===== src/rtl/seg7_pkg.sv =====
// Shared constants for the seven-segment frame capture block: active-low
// segment patterns (bit6=g .. bit0=a), special digit codes and FSM states.
package seg7_pkg;

   localparam logic [6:0] PAT_0     = 7'b1000000;
   localparam logic [6:0] PAT_1     = 7'b1111001;
   localparam logic [6:0] PAT_2     = 7'b0100100;
   localparam logic [6:0] PAT_3     = 7'b0110000;
   localparam logic [6:0] PAT_4     = 7'b0011001;
   localparam logic [6:0] PAT_5     = 7'b0010010;
   localparam logic [6:0] PAT_6     = 7'b0000010;
   localparam logic [6:0] PAT_7     = 7'b1111000;
   localparam logic [6:0] PAT_8     = 7'b0000000;
   localparam logic [6:0] PAT_9     = 7'b0010000;
   localparam logic [6:0] PAT_E     = 7'b0000110;
   localparam logic [6:0] PAT_BLANK = 7'b1111111;

   localparam logic [3:0] CODE_E     = 4'hE;
   localparam logic [3:0] CODE_BLANK = 4'hF;

   typedef enum logic {
      COLLECT = 1'b0,
      PRESENT = 1'b1
   } state_t;

endpackage


===== src/rtl/seg7_pattern_to_code.sv =====
// Combinational decode of an active-low segment pattern to a 4-bit digit
// code. Unknown patterns decode to CODE_BLANK with o_err raised.
module seg7_pattern_to_code
   import seg7_pkg::*;
(
   input  logic [6:0] i_seg_n,
   output logic [3:0] o_code,
   output logic       o_err
);

   // Pattern lookup; blank is a legal pattern and shares the code of errors.
   always_comb begin
      o_code = CODE_BLANK;
      o_err  = 1'b0;
      unique case (i_seg_n)
         PAT_0:     o_code = 4'h0;
         PAT_1:     o_code = 4'h1;
         PAT_2:     o_code = 4'h2;
         PAT_3:     o_code = 4'h3;
         PAT_4:     o_code = 4'h4;
         PAT_5:     o_code = 4'h5;
         PAT_6:     o_code = 4'h6;
         PAT_7:     o_code = 4'h7;
         PAT_8:     o_code = 4'h8;
         PAT_9:     o_code = 4'h9;
         PAT_E:     o_code = CODE_E;
         PAT_BLANK: o_code = CODE_BLANK;
         default:   o_err  = 1'b1;
      endcase
   end

endmodule


===== src/rtl/seg7_frame_capture.sv =====
// Reader for a multiplexed active-low seven-segment bus. Each digit position
// must show the same pattern for STABLE_CNT qualified samples before it is
// accepted; once every position has been accepted the frame is offered on a
// valid/ready output.
// Optional build macro SEG7_CHANGE_ONLY_EN: drop completed frames that equal
// the last presented frame (first frame after reset is always presented).
module seg7_frame_capture
   import seg7_pkg::*;
#(
   parameter int unsigned NUM_DIGITS = 4,
   parameter int unsigned STABLE_CNT = 3,
   parameter int unsigned CNT_W      = 4
) (
   input  logic                    clk,
   input  logic                    reset,
   input  logic                    i_sample_en,
   input  logic [NUM_DIGITS-1:0]   i_an_n,
   input  logic [6:0]              i_seg_n,
   output logic [4*NUM_DIGITS-1:0] o_frame_data,
   output logic [NUM_DIGITS-1:0]   o_frame_err,
   output logic                    o_frame_valid,
   input  logic                    i_frame_ready,
   output logic                    o_glitch
);

   localparam logic [CNT_W-1:0] CntMax   = '1;
   localparam logic [CNT_W-1:0] StableM1 = CNT_W'(STABLE_CNT - 1);

   logic [NUM_DIGITS-1:0]   w_an;
   logic [NUM_DIGITS-1:0]   w_hit_mask;
   logic [NUM_DIGITS-1:0]   w_seen_d;
   logic [NUM_DIGITS-1:0]   r_prev_an;
   logic [NUM_DIGITS-1:0]   r_seen;
   logic [NUM_DIGITS-1:0]   r_slot_err;
   logic [NUM_DIGITS-1:0]   r_frame_err;
   logic [4*NUM_DIGITS-1:0] r_slot_code;
   logic [4*NUM_DIGITS-1:0] r_frame_data;
   logic [6:0]              r_prev_seg;
   logic [CNT_W-1:0]        r_cnt;
   logic [3:0]              w_code;
   logic                    w_err;
   logic                    w_onehot;
   logic                    w_bad_an;
   logic                    w_qual;
   logic                    w_same;
   logic                    w_hit;
   logic                    w_free;
   logic                    w_load;
   logic                    w_accept_en;
   logic                    w_dup;
   logic                    r_glitch;
   logic                    r_frame_valid;
   state_t                  r_state;
   state_t                  w_state_d;

   seg7_pattern_to_code u_decode (
      .i_seg_n (i_seg_n),
      .o_code  (w_code),
      .o_err   (w_err)
   );

   assign w_an     = ~i_an_n;
   assign w_onehot = ($countones(w_an) == 1);
   assign w_bad_an = i_sample_en && !w_onehot;
   assign w_qual   = i_sample_en && w_onehot;
   assign w_same   = (i_an_n == r_prev_an) && (i_seg_n == r_prev_seg);
   // Fire exactly on the sample that brings the run length up to STABLE_CNT.
   assign w_hit    = w_qual && (w_same ? (r_cnt == StableM1) : (STABLE_CNT == 1));
   assign w_hit_mask = w_hit ? w_an : '0;
   // Output register can take a new frame when empty or being drained now.
   assign w_free   = !r_frame_valid || i_frame_ready;

`ifdef SEG7_CHANGE_ONLY_EN
   logic r_presented;

   // Remember whether any frame has been shown since reset.
   always_ff @(posedge clk) begin
      if (reset) begin
         r_presented <= 1'b0;
      end else if (w_load) begin
         r_presented <= 1'b1;
      end
   end

   assign w_dup = r_presented && ({r_slot_code, r_slot_err} == {r_frame_data, r_frame_err});
`else
   assign w_dup = 1'b0;
`endif

   // Stability tracker: previous qualified sample, run counter, glitch pulse.
   always_ff @(posedge clk) begin
      if (reset) begin
         r_prev_an  <= '1;
         r_prev_seg <= '1;
         r_cnt      <= '0;
         r_glitch   <= 1'b0;
      end else begin
         r_glitch <= w_bad_an;
         if (w_bad_an) begin
            r_cnt <= '0;
         end else if (w_qual) begin
            if (w_same) begin
               if (r_cnt != CntMax) begin
                  r_cnt <= r_cnt + CNT_W'(1);
               end
            end else begin
               r_prev_an  <= i_an_n;
               r_prev_seg <= i_seg_n;
               r_cnt      <= CNT_W'(1);
            end
         end
      end
   end

   // Next-state logic: collect until all digits seen, then hand off when free.
   always_comb begin
      w_state_d   = r_state;
      w_seen_d    = r_seen;
      w_load      = 1'b0;
      w_accept_en = 1'b0;
      unique case (r_state)
         COLLECT: begin
            w_accept_en = 1'b1;
            w_seen_d    = r_seen | w_hit_mask;
            if (w_seen_d == '1) begin
               w_state_d = PRESENT;
            end
         end
         PRESENT: begin
            // While the previous frame is still pending, accepts are dropped.
            if (w_free) begin
               w_load      = 1'b1;
               w_accept_en = 1'b1;
               w_seen_d    = w_hit_mask;
               w_state_d   = (w_seen_d == '1) ? PRESENT : COLLECT;
            end
         end
      endcase
   end

   // FSM state and seen mask.
   always_ff @(posedge clk) begin
      if (reset) begin
         r_state <= COLLECT;
         r_seen  <= '0;
      end else begin
         r_state <= w_state_d;
         r_seen  <= w_seen_d;
      end
   end

   // Digit slots; a re-accepted digit overwrites its slot.
   always_ff @(posedge clk) begin
      if (reset) begin
         r_slot_code <= '0;
         r_slot_err  <= '0;
      end else begin
         for (int i = 0; i < NUM_DIGITS; i++) begin
            if (w_accept_en && w_hit_mask[i]) begin
               r_slot_code[4*i +: 4] <= w_code;
               r_slot_err[i]         <= w_err;
            end
         end
      end
   end

   // Output register with valid/ready hold.
   always_ff @(posedge clk) begin
      if (reset) begin
         r_frame_data  <= '0;
         r_frame_err   <= '0;
         r_frame_valid <= 1'b0;
      end else if (w_load && !w_dup) begin
         r_frame_data  <= r_slot_code;
         r_frame_err   <= r_slot_err;
         r_frame_valid <= 1'b1;
      end else if (i_frame_ready) begin
         r_frame_valid <= 1'b0;
      end
   end

   assign o_frame_data  = r_frame_data;
   assign o_frame_err   = r_frame_err;
   assign o_frame_valid = r_frame_valid;
   assign o_glitch      = r_glitch;

endmodule


===== config.mk =====
export PLATFORM = sky130hd
export DESIGN_NAME = seg7_frame_capture
export DESIGN_NICKNAME = d
export VERILOG_FILES = /design/src/rtl/seg7_pkg.sv /design/src/rtl/seg7_pattern_to_code.sv /design/src/rtl/seg7_frame_capture.sv
export SDC_FILE = /design/constraint.sdc
export NUM_CORES = 1
export LEC_CHECK = 0
export BUFFER_PORTS_ARGS = -buffer_cell sky130_fd_sc_hd__buf_2
export CAP_MARGIN = 20
export CORE_MARGIN = 1.5
export CORE_UTILIZATION = 64
export CTS_BUF_LIST = sky130_fd_sc_hd__clkbuf_4
export DETAILED_ROUTE_END_ITERATION = 7
export GPL_TIMING_DRIVEN = 0
export HOLD_SLACK_MARGIN = 0.12
export PLACE_DENSITY = 0.93
export SYNTH_ARGS = -nofsm -noshare
export SYNTH_HDL_FRONTEND = slang
export SYNTH_SLANG_ARGS = --single-unit
export TNS_END_PERCENT = 5

===== constraint.sdc =====
create_clock -name clk -period 5.8 [get_ports clk]
set_input_delay 0 -clock clk [delete_from_list [all_inputs] [get_ports clk]]
set_output_delay 0 -clock clk [all_outputs]
set_load 0.01 [all_outputs]

Word level (Yosys, flattened, before mapping)
Cells that the tools add are included.
{ "totals": {"reg_bits": 62, "in_bits": 15, "out_inout_bits": 22, "wordCells": 80} }
{ "op_classes": {"n_addsub": 4, "n_eq_ne": 20, "mux": 17, "n_bitwise": 5, "n_reduce_logical": 17} }
{ "op_table": {"columns": ["operator", "count"], "rows": [
  ["case mux 4 bit (11 select lines)", 1],
  ["equality test 7 bit, second input constant", 4],
  ["equality test 7 x 5 -> 1 bit, second input constant", 3],
  ["2-to-1 mux 4 bit", 4],
  ["equality test 7 x 6 -> 1 bit, second input constant", 2],
  ["OR reduction 12 bit", 1],
  ["2-to-1 mux 1 bit", 9],
  ["equality test 4 bit, second input constant", 2],
  ["logical AND 1 bit", 8],
  ["case mux 4 bit (2 select lines)", 1],
  ["equality test 7 x 2 -> 1 bit, second input constant", 1],
  ["equality test 7 x 3 -> 1 bit, second input constant", 1],
  ["equality test 7 bit", 1],
  ["logical NOT 7 bit", 1],
  ["adder 1 x 1 -> 2 bit", 2],
  ["adder 4 x 1 -> 4 bit, second input constant", 1],
  ["equality test 4 x 2 -> 1 bit, second input constant", 1],
  ["equality test 4 bit", 1],
  ["inequality test 4 bit, second input constant", 1],
  ["inverter 4 bit", 1],
  ["bitwise OR 4 bit", 1],
  ["case mux 1 bit (2 select lines)", 2],
  ["adder 2 x 2 -> 3 bit", 1],
  ["equality test 3 x 1 -> 1 bit, second input constant", 1],
  ["other kinds (9)", 12]
]} }

Logic depth before layout (Yosys ltp)
Gate-level depths: netlist (run 1).
{ "depth": {"ltp_word": 11, "mapped_depth": 10, "mapped_depth_nobuf": 9} }

Modules after synthesis
Synthesis (run 1) repeated with hierarchy kept, for this count alone.
{ "hier_totals": {"cells_unflattened": 343, "hier_area_um2": 2932.8} }
{ "modules_own_cells": {"columns": ["module", "n_inst", "cells_each", "area_each_um2", "seq_area_each_um2"], "rows": [
  ["seg7_frame_capture", 1, 282, 2539.9, 1241.2],
  ["seg7_pattern_to_code", 1, 61, 392.9, 0.0]
]} }

Worst setup path after synthesis (run 1)
No wires, ideal clock.
{ "synth_timing": {"path_type": "input to register", "startpoint": "input port i_an_n[0]", "endpoint": "register r_cnt[3]", "setup_time_ps": 74, "arrival_ps": 2480, "required_ps": 5726, "slack_ps": 3246, "path_stages": 9, "n_path_buf": 1, "path_cell_list": "fa_1 inv_1 ha_1 ha_1 or3b_2 or2_2 clkbuf_1 or4_1 a31oi_1"} }
{ "synth_via": {"elab_chain_cells": 7, "word_cells_on_any_way": 13, "classes_between": "add/sub (2); eq/ne (3); mux (1); bitwise (1); reduce/logical (6)"} }
{ "synth_rtl": {"columns": ["element", "line", "text"], "rows": [
  ["start, declared", "seg7_frame_capture.sv:17", "input logic [NUM_DIGITS-1:0] i_an_n,"],
  ["inverter 4 bit", "seg7_frame_capture.sv:62", "assign w_an = ~i_an_n;"],
  ["adder 1 x 1 -> 2 bit (not written as such)", "seg7_frame_capture.sv:63", "assign w_onehot = ($countones(w_an) == 1);"],
  ["adder 2 x 2 -> 3 bit (not written as such)", "seg7_frame_capture.sv:63", null],
  ["equality test 3 x 1 -> 1 bit", "seg7_frame_capture.sv:63", null],
  ["logical NOT 1 bit", "seg7_frame_capture.sv:64", "assign w_bad_an = i_sample_en && !w_onehot;"],
  ["logical AND 1 bit", "seg7_frame_capture.sv:64", null],
  ["OR reduction 2 bit (no line)", null, null],
  ["end signal, assigned", "seg7_frame_capture.sv:104", "r_cnt <= r_cnt + CNT_W'(1);"],
  ["end, declared", "seg7_frame_capture.sv:39", "logic [CNT_W-1:0] r_cnt;"]
]} }
Several ways; a longest one is shown, not always the timed one.
A chain may end at the register's enable or synchronous reset.

Worst setup path in the final report (run 1)
{ "layout_timing": {"startpoint": "input port i_an_n[0]", "endpoint": "register r_prev_seg[6]"} }
{ "layout_via": {"elab_chain_cells": 8, "word_cells_on_any_way": 12, "classes_between": "add/sub (2); eq/ne (2); bitwise (3); reduce/logical (5)"} }
{ "layout_rtl": {"columns": ["element", "line", "text"], "rows": [
  ["inverter 4 bit", "seg7_frame_capture.sv:62", null],
  ["adder 1 x 1 -> 2 bit (not written as such)", "seg7_frame_capture.sv:63", null],
  ["adder 2 x 2 -> 3 bit (not written as such)", "seg7_frame_capture.sv:63", null],
  ["equality test 3 x 1 -> 1 bit", "seg7_frame_capture.sv:63", null],
  ["logical NOT 1 bit", "seg7_frame_capture.sv:64", null],
  ["logical AND 1 bit", "seg7_frame_capture.sv:64", null],
  ["inverter 1 bit (no line)", null, null],
  ["AND reduction 3 bit (no line) *", null, null],
  ["end signal, assigned", "seg7_frame_capture.sv:108", "r_prev_seg <= i_seg_n;"],
  ["end, declared", "seg7_frame_capture.sv:38", "logic [6:0] r_prev_seg;"]
]} }
Mark *: on every way between the ends. The rest lies on a longest branch, timed or not.

==> results of run 1 <==
==> sequential cells by signal, summed over array words and instances (netlist names), 4 cells and up <==
signal,flops
r_cnt,4
r_slot_err,4
o_frame_err,4
o_frame_data,16
r_prev_seg,7
r_prev_an,4
r_seen,4
r_slot_code,16
==> layout make-up <==
type	count	area [um2]	share of cell area [%]
Clock buffer	10	75.1	2.18
Sequential cell	62	1240	36.0
Timing Repair Buffer	46	290	8.43
Tap cell	52	65.1	1.89
Clock inverter	6	110	3.20
Multi-Input combinational cell	249	1510	43.7
Inverter	12	45.0	1.31
Buffer	23	111	3.23
==> through the flow <==
step | power, mW | setup WS (ns) | cells | hold slack, ns | util (%)
after global placement | 0.539 | 2.98 | 432 | 0.262 | 72.1
after floorplan | 0.518 | 3.25 | 346 | 0.0991 | -
after CTS | 0.926 | 2.75 | 460 | 0.126 | 79.1
after global routing | 0.954 | 2.57 | 460 | 0.208 | 79.1
after detailed placement | 0.544 | 2.88 | 432 | 0.271 | 72.1
final | 0.927 | 2.75 | 460 | 0.143 | 79.1
==> cell families after synthesis <==
logic type	after synthesis	synth area share, %
AOI/OAI and AO/OA	64	14.2
muxes	16	5.52
buffers and inverters	35	5.39
adders and majority gates	5	2.41
DFF	62	42.8
and+or+nand+nor	152	25.6
xor gates and xnor gates	12	4.14
==> power groups by stage <==
| stage | logic, mW | clock network, mW | registers (mW) |
|---|---|---|---|
| 4_1_cts | 0.0995 | 0.384 | 0.443 |
| 6_report | 0.101 | 0.383 | 0.443 |
| 3_5_place_dp | 0.0922 | 0 | 0.452 |
| 3_3_place_gp | 0.0877 | 0 | 0.451 |
| 2_1_floorplan | 0.0671 | 0 | 0.451 |
| 5_1_grt | 0.111 | 0.399 | 0.444 |
==> layout by cell type (no fill, tap or decap), types with 5 or more instances in the layout <==
cell,synthesis,final
o21ai_0,7,7
inv_1,11,11
nand2_1,84,84
o21a_1,5,5
clkbuf_1,17,17
clkbuf_4,0,10
nor2_1,11,11
xnor2_1,9,9
nand3_1,19,19
dlygate4sd3_1,0,12
dfxtp_1,62,62
a21oi_1,27,27
mux2i_1,16,16
buf_2,1,35
==> metal layers <==
metal | up-vias | track usage, %
met4 | 0 | 17.7
met1 | 1242 | 36.1
met2 | 121 | 48.7
li1 | 1310 | -
met5 | - | 0
met3 | 32 | 6.20
==> worst register-to-register path, cell delays in order (launching register included) <==
cell and delay [ns]:
dfxtp_1 0.33, xnor2_1 0.29, nand2_1 0.17, or4_1 0.56
buf_6 0.16, nor3_2 0.49, mux2i_1 0.32
==> how the worst max path moves through the flow <==
stage / endpoint / cells after the start
3_3_place_gp: r_cnt[3]$_SDFFE_PP0P_ / 10
4_1_cts: r_cnt[3]$_SDFFE_PP0P_ / 11
3_5_place_dp: r_cnt[3]$_SDFFE_PP0P_ / 10
2_1_floorplan: r_cnt[3]$_SDFFE_PP0P_ / 9
6_report: r_prev_seg[6]$_SDFFE_PP1P_ / 12
5_1_grt: r_cnt[3]$_SDFFE_PP0P_ / 11
==> run_results.csv, run 1 <==
group,metric,value,unit
sta,finalMaxSlewViolations,0,
run,drv_cap,0,
logic_synthesis,yosys_warnings,0,
hold_path,min_to,"r_prev_seg[0]$_SDFFE_PP1P_",
routing,drt-initial-drc-count,189,
sta,skew,0.0130,ns
critical_path,startpoint_type,"input port",
clock_network,clockBufferDepth,2,
sta,setup_viol,0,
die,die-area,4950,um2
critical_path,worstPathRequired,6.06,ns
die,rows,24,
grt,grt_pass1_wl,11.6,mm
placement,hpwlAfterDp,4.72,mm
finish,nFillCells,273,
clock_network,numCtsBuffers,9,
logic_synthesis,netlist_area,2900,um2
routing,wl_met1,2.90,mm
run_status,status,"completed",
critical_path,cp-startpoint,"i_an_n[0]",
finish,drive_gt1_share,17.2,%
logic_synthesis,syn_nets,366,
power,p_sw,0.228,mW
grt,grt_pass1_vias,2579,
critical_path,crit_path_end_kind,"flip-flop",
logic_synthesis,ys_top_cells_by_count,"nand2_1, dfxtp_1, a21oi_1",
logic_synthesis,synthTopCellsByArea,"dfxtp_1, nand2_1, mux2i_1, a21oi_1, nand3_1",
routing,avgRoutedWirePerCell,15.4,um
clock_network,clock_latency,0.41,ns
die,core_area,4350,um2
hold_path,hold_depth,4,
clock_network,clk_pin_slew,0.10,ns
sta,min_period,3.05,ns
power,power_frac_seq,47.8,%
routing,vias_per_cell,5.88,
critical_path,arrival,3.31,ns
critical_path,r2r_slack,3.38,ns
finish,nets,423,
critical_path,r2r-start,"r_prev_seg[3]$_SDFFE_PP1P_",
power,vdd_drop_max,0.169,mV
logic_synthesis,syn-instance-count,346,
hold_path,hold_class,"in -> reg",
logic_synthesis,synth-main-ff-cell,"dfxtp_1",
placement,gp_congestion,0.853,
sta,worst_pin_slew,0.848,ns
routing,via_count,2705,
die,initial_core_util,66.7,%
power,powerDensity,269,nW/um2
logic_synthesis,yosysSeqAreaShare,42.8,%
logic_synthesis,ys_types,53,
logic_synthesis,ys_ff_latch,62,
sta,final.period_utilization,52.5,%
grt,grt.total_usage,29.9,%
logic_synthesis,yosysTopAreaCell,"dfxtp_1",
finish,syn_to_final_growth,18.6,%
finish,diodes,0,
die,pin_count,37,
critical_path,reg2reg_to,"r_slot_err[2]$_SDFFE_PP0P_",
critical_path,crit_chain,"dlygate4sd3_1, buf_2, fa_1, inv_1, ha_1, ha_1, or3b_2, or2_2, clkbuf_1, clkbuf_1, o21ai_0, nand3_1",
clock_network,post_cts_buffers,0,
clock_network,tritoncts,"built",
logic_synthesis,yosysTopAreaCellShare,42.8,%
placement,portBuffers,34,
routing,wl_met3,446,um
placement,placed_area,3140,um2
critical_path,cpPeakStageDelay,0.54,ns
grt,grt_max_degree,12,
critical_path,crit_type,"in -> reg",
clock_network,clock_sinks,62,
critical_path,slowest_stage,"fa_1",
clock_network,cts_max_level,3,
routing,drc,0,
power,combPwrFrac,10.9,%
sta,fmax,328,MHz
critical_path,cpLargestDelayFamily,"buffers and inverters",
sta,relSlewSlack,43.0,%
logic_synthesis,avgSynthCellArea,8.39,um2
routing,dr.max_layer_used,"met4",
clock_network,cts_resized,0,
power,power.share.clock,41.3,%
grt,gr-total-overflow,0,
power,netSwitchingFraction,24.6,%
routing,drtPass1Iterations,5,
critical_path,r2r_cells,6,
sta,hold_viol,0,
routing,wl_met2,3.45,mm
clock_network,postCtsHoldBufs,12,
power,cell_internal_pwr,0.699,mW
hold_path,worstHoldStart,"i_seg_n[0]",
critical_path,crit_fanout,10,
routing,wl,7.06,mm
finish,design_area,3440,um2
clock_network,cts_root_buf,"clkbuf_4",
critical_path,crit_buf_inv,5,
die,die_y,70.3,um
logic_synthesis,async_flop_share,0,%
routing,postRouteAntennaNets,0,
grt,antenna_found_initial,0,
logic_synthesis,synth_edf_count,0,
die,fp.dieW,70.3,um
sta,grt_setup_unrepaired,"no",
sta,tns,0,ns
logic_synthesis,synth_most_common_cell,"nand2_1",
power,static-leakage-power,1.31,nW
(Power assumes the default switching activity.)
==> run 2, diff against run 1 <==
Settings changed: ABC_AREA set to 1, CORE_UTILIZATION 64 to 59, PLACE_DENSITY 0.93 to 0.87.
Clock period 5.8 ns to 3.02 ns, I/O delays scaled along.
==> run_results.csv, run 2 <==
group,metric,value,unit
finish,multi_input_area,1380,um2
logic_synthesis,yosys_warnings,0,
logic_synthesis,synth_edf_count,0,
critical_path,crit_fanout,8,
critical_path,crit_type,"in -> reg",
routing,wl,6.32,mm
logic_synthesis,yosysTopAreaCell,"dfxtp_1",
critical_path,slowest_stage,"dlygate4sd3_1",
routing,drc,0,
hold_path,hold_class,"in -> reg",
sta,hold_ws,0.423,ns
grt,grt.total_usage,26.5,%
grt,antenna_found_initial,0,
critical_path,crit_chain,"dlygate4sd3_1, buf_2, fa_1, inv_1, ha_1, ha_1, inv_1, nand4_1, nor2_1, nand4_2, nor2_4, inv_2, nor2_1, nor2_1",
die,die-area,5210,um2
power,p_sw,0.426,mW
sta,skew,0.0121,ns
sta,fmax,371,MHz
logic_synthesis,netlist_area,2820,um2
power,combPwrFrac,11.6,%
critical_path,startpoint_type,"input port",
power,power.share.clock,35.6,%
logic_synthesis,yosysSeqAreaShare,44.0,%
clock_network,clock_latency,0.40,ns
logic_synthesis,syn_nets,404,
sta,worst_pin_slew,0.704,ns
placement,hpwlAfterDp,4.48,mm
routing,via_count,2686,
logic_synthesis,synth_most_common_cell,"nor2_1",
die,initial_core_util,63.1,%
sta,setup_viol,0,
logic_synthesis,avgSynthCellArea,7.35,um2
finish,seqCellArea,1240,um2
clock_network,clockBufferDepth,2,
logic_synthesis,ys_top_cells_by_count,"nor2_1, dfxtp_1, nand2_1",
logic_synthesis,synth-main-ff-cell,"dfxtp_1",
logic_synthesis,async_flop_share,0,%
logic_synthesis,synthTopCellsByArea,"dfxtp_1, nor2_1, nand2_1, o21ai_0, inv_1",
placement,portBuffers,36,
placement,dp_slack,0.470,ns
routing,vias_per_cell,5.35,
routing,drtPass1Iterations,4,
critical_path,cpPeakStageDelay,0.54,ns
finish,drive_gt1_share,17.3,%
routing,drt-initial-drc-count,142,
logic_synthesis,ys_ff_latch,62,
sta,finalWorstSetupSlack,0.325,ns
die,fp.dieW,72.2,um
clock_network,tritoncts,"built",
finish,nets,465,
finish,syn_to_final_growth,18.5,%
grt,grt_max_degree,11,
routing,avgRoutedWirePerCell,12.6,um
die,core_area,4470,um2
clock_network,numCtsBuffers,9,
grt,grt_pass1_vias,2571,
die,pin_count,37,
logic_synthesis,yosysTopAreaCellShare,44.0,%
critical_path,arrival,2.98,ns
placement,gp_congestion,0.847,
critical_path,worstPathRequired,3.31,ns
sta,final.period_utilization,89.2,%
power,power_frac_seq,52.8,%
power,netSwitchingFraction,26.4,%
logic_synthesis,syn-instance-count,384,
clock_network,cts_max_level,3,
sta,min_period,2.69,ns
logic_synthesis,ys_types,33,
die,rows,24,
sta,relSlewSlack,52.9,%
finish,layout_commonest_cell,"nor2_1",
sta,grt_setup_unrepaired,"no",
finish,mostFrequentLayoutCells,"nor2_1, dfxtp_1, nand2_1",
critical_path,cp_common_cell,"nor2_1",
power,static-leakage-power,1.72,nW
run,drv_cap,0,
sta,tns,0,ns
critical_path,crit_path_end_kind,"flip-flop",
clock_network,clock_sinks,62,
critical_path,crit_buf_inv,5,
run_status,status,"completed",
routing,postRouteAntennaNets,0,
grt,grt_pass1_wl,10.9,mm
critical_path,cpLargestDelayFamily,"simple AND/OR/NAND/NOR gates",
power,vdd_drop_max,0.335,mV
finish,nFillCells,353,
sta,hold_viol,0,
sta,finalMaxSlewViolations,0,
power,powerDensity,482,nW/um2
clock_network,clk_pin_slew,0.10,ns
power,cell_internal_pwr,1.19,mW
die,die_y,72.2,um
finish,diodes,0,
clock_network,cts_root_buf,"clkbuf_4",
grt,gr-total-overflow,0,
==> run 2: cell types whose count changed in the layout (fill, tap and decap cells not counted), sizes merged, moves of 5 or more <==
cell and delta:
o211ai +10, inv +29, o21ai +36, clkbuf -9, nand2 -23, o21a -5, nand3 -5, mux2i -16
a21oi -10, xnor2 -6, nor2 +84
==> run 2: power by group through the flow <==
| stage | logic, mW | registers [mW] | clock network (mW) |
|---|---|---|---|
| 2_1_floorplan | 0.122 | 0.868 | 0 |
| 3_3_place_gp | 0.162 | 0.869 | 0 |
| 3_5_place_dp | 0.170 | 0.871 | 0 |
| 4_1_cts | 0.185 | 0.852 | 0.577 |
| 5_1_grt | 0.212 | 0.855 | 0.609 |
| 6_report | 0.188 | 0.852 | 0.574 |
==> run 2: path summary, 6_finish.rpt <==
path	startpoint	end	slack [ns]	cells past startpoint
max reg2reg	r_cnt[0]$_SDFFE_PP0P_	r_slot_code[8]$_SDFFE_PP0P_	1.17	9
max	i_an_n[0]	r_slot_code[8]$_SDFFE_PP0P_	0.33	14
min reg2reg	r_seen[1]$_SDFFE_PP0P_	r_seen[1]$_SDFFE_PP0P_	0.48	2
min	reset	r_seen[3]$_SDFFE_PP0P_	0.42	3
==> run 2: final cells by class <==
| class | instances | share of cell area [%] |
|---|---|---|
| multi-input combinational | 270 | 41.3 |
| sequential | 62 | 37.1 |
| timing repair buffer | 50 | 9.57 |
| inverter | 41 | 4.60 |
| clock buffer | 12 | 2.69 |
| tap | 52 | 1.94 |
| clock inverter | 4 | 1.42 |
| buffer | 11 | 1.38 |
==> run 2: timing repair <==
item / 4_1_cts / 5_1_grt
gates resized for setup: 0 / 0
buffers inserted: 0 / 0
hold buffers: 14 / 0
hold endpoints to repair: 22 / 0
==> run 2: cells by family after synthesis <==
| kind of cell | synth area share [%] |
|---|---|
| AND/OR/NAND/NOR | 30.8 |
| AO/OA/AOI/OAI | 13.8 |
| flip-flops | 44.0 |
| buffers and inverters | 7.09 |
| XOR/XNOR | 1.86 |
| adder cells (fa/ha/maj) | 2.48 |
==> run 2: routing by layer <==
layer  vias to the layer above  global-route usage (%)  part of all wire (%)
met5                         -                       0                     0
met4                         0                    9.43                   1.2
met3                         6                    6.25                   4.9
met2                        82                    46.2                    50
met1                      1235                    32.0                    44
li1                       1363                       -                     -
==> run 2: metrics by stage <==
step           area [um2]  utilization (%)  total power, mW  instances
6_report             3350             74.8             1.61        502
5_1_grt              3350             74.8             1.68        502
4_1_cts              3350             74.8             1.61        502
3_5_place_dp         3070             68.6             1.04        472
3_3_place_gp         3070             68.6             1.03        472
2_1_floorplan        2820                -            0.990        384
==> run 2: worst min-delay path, stage by stage <==
cell and delay, ns:
dlygate4sd3_1 0.52, buf_2 0.20, a21oi_1 0.06
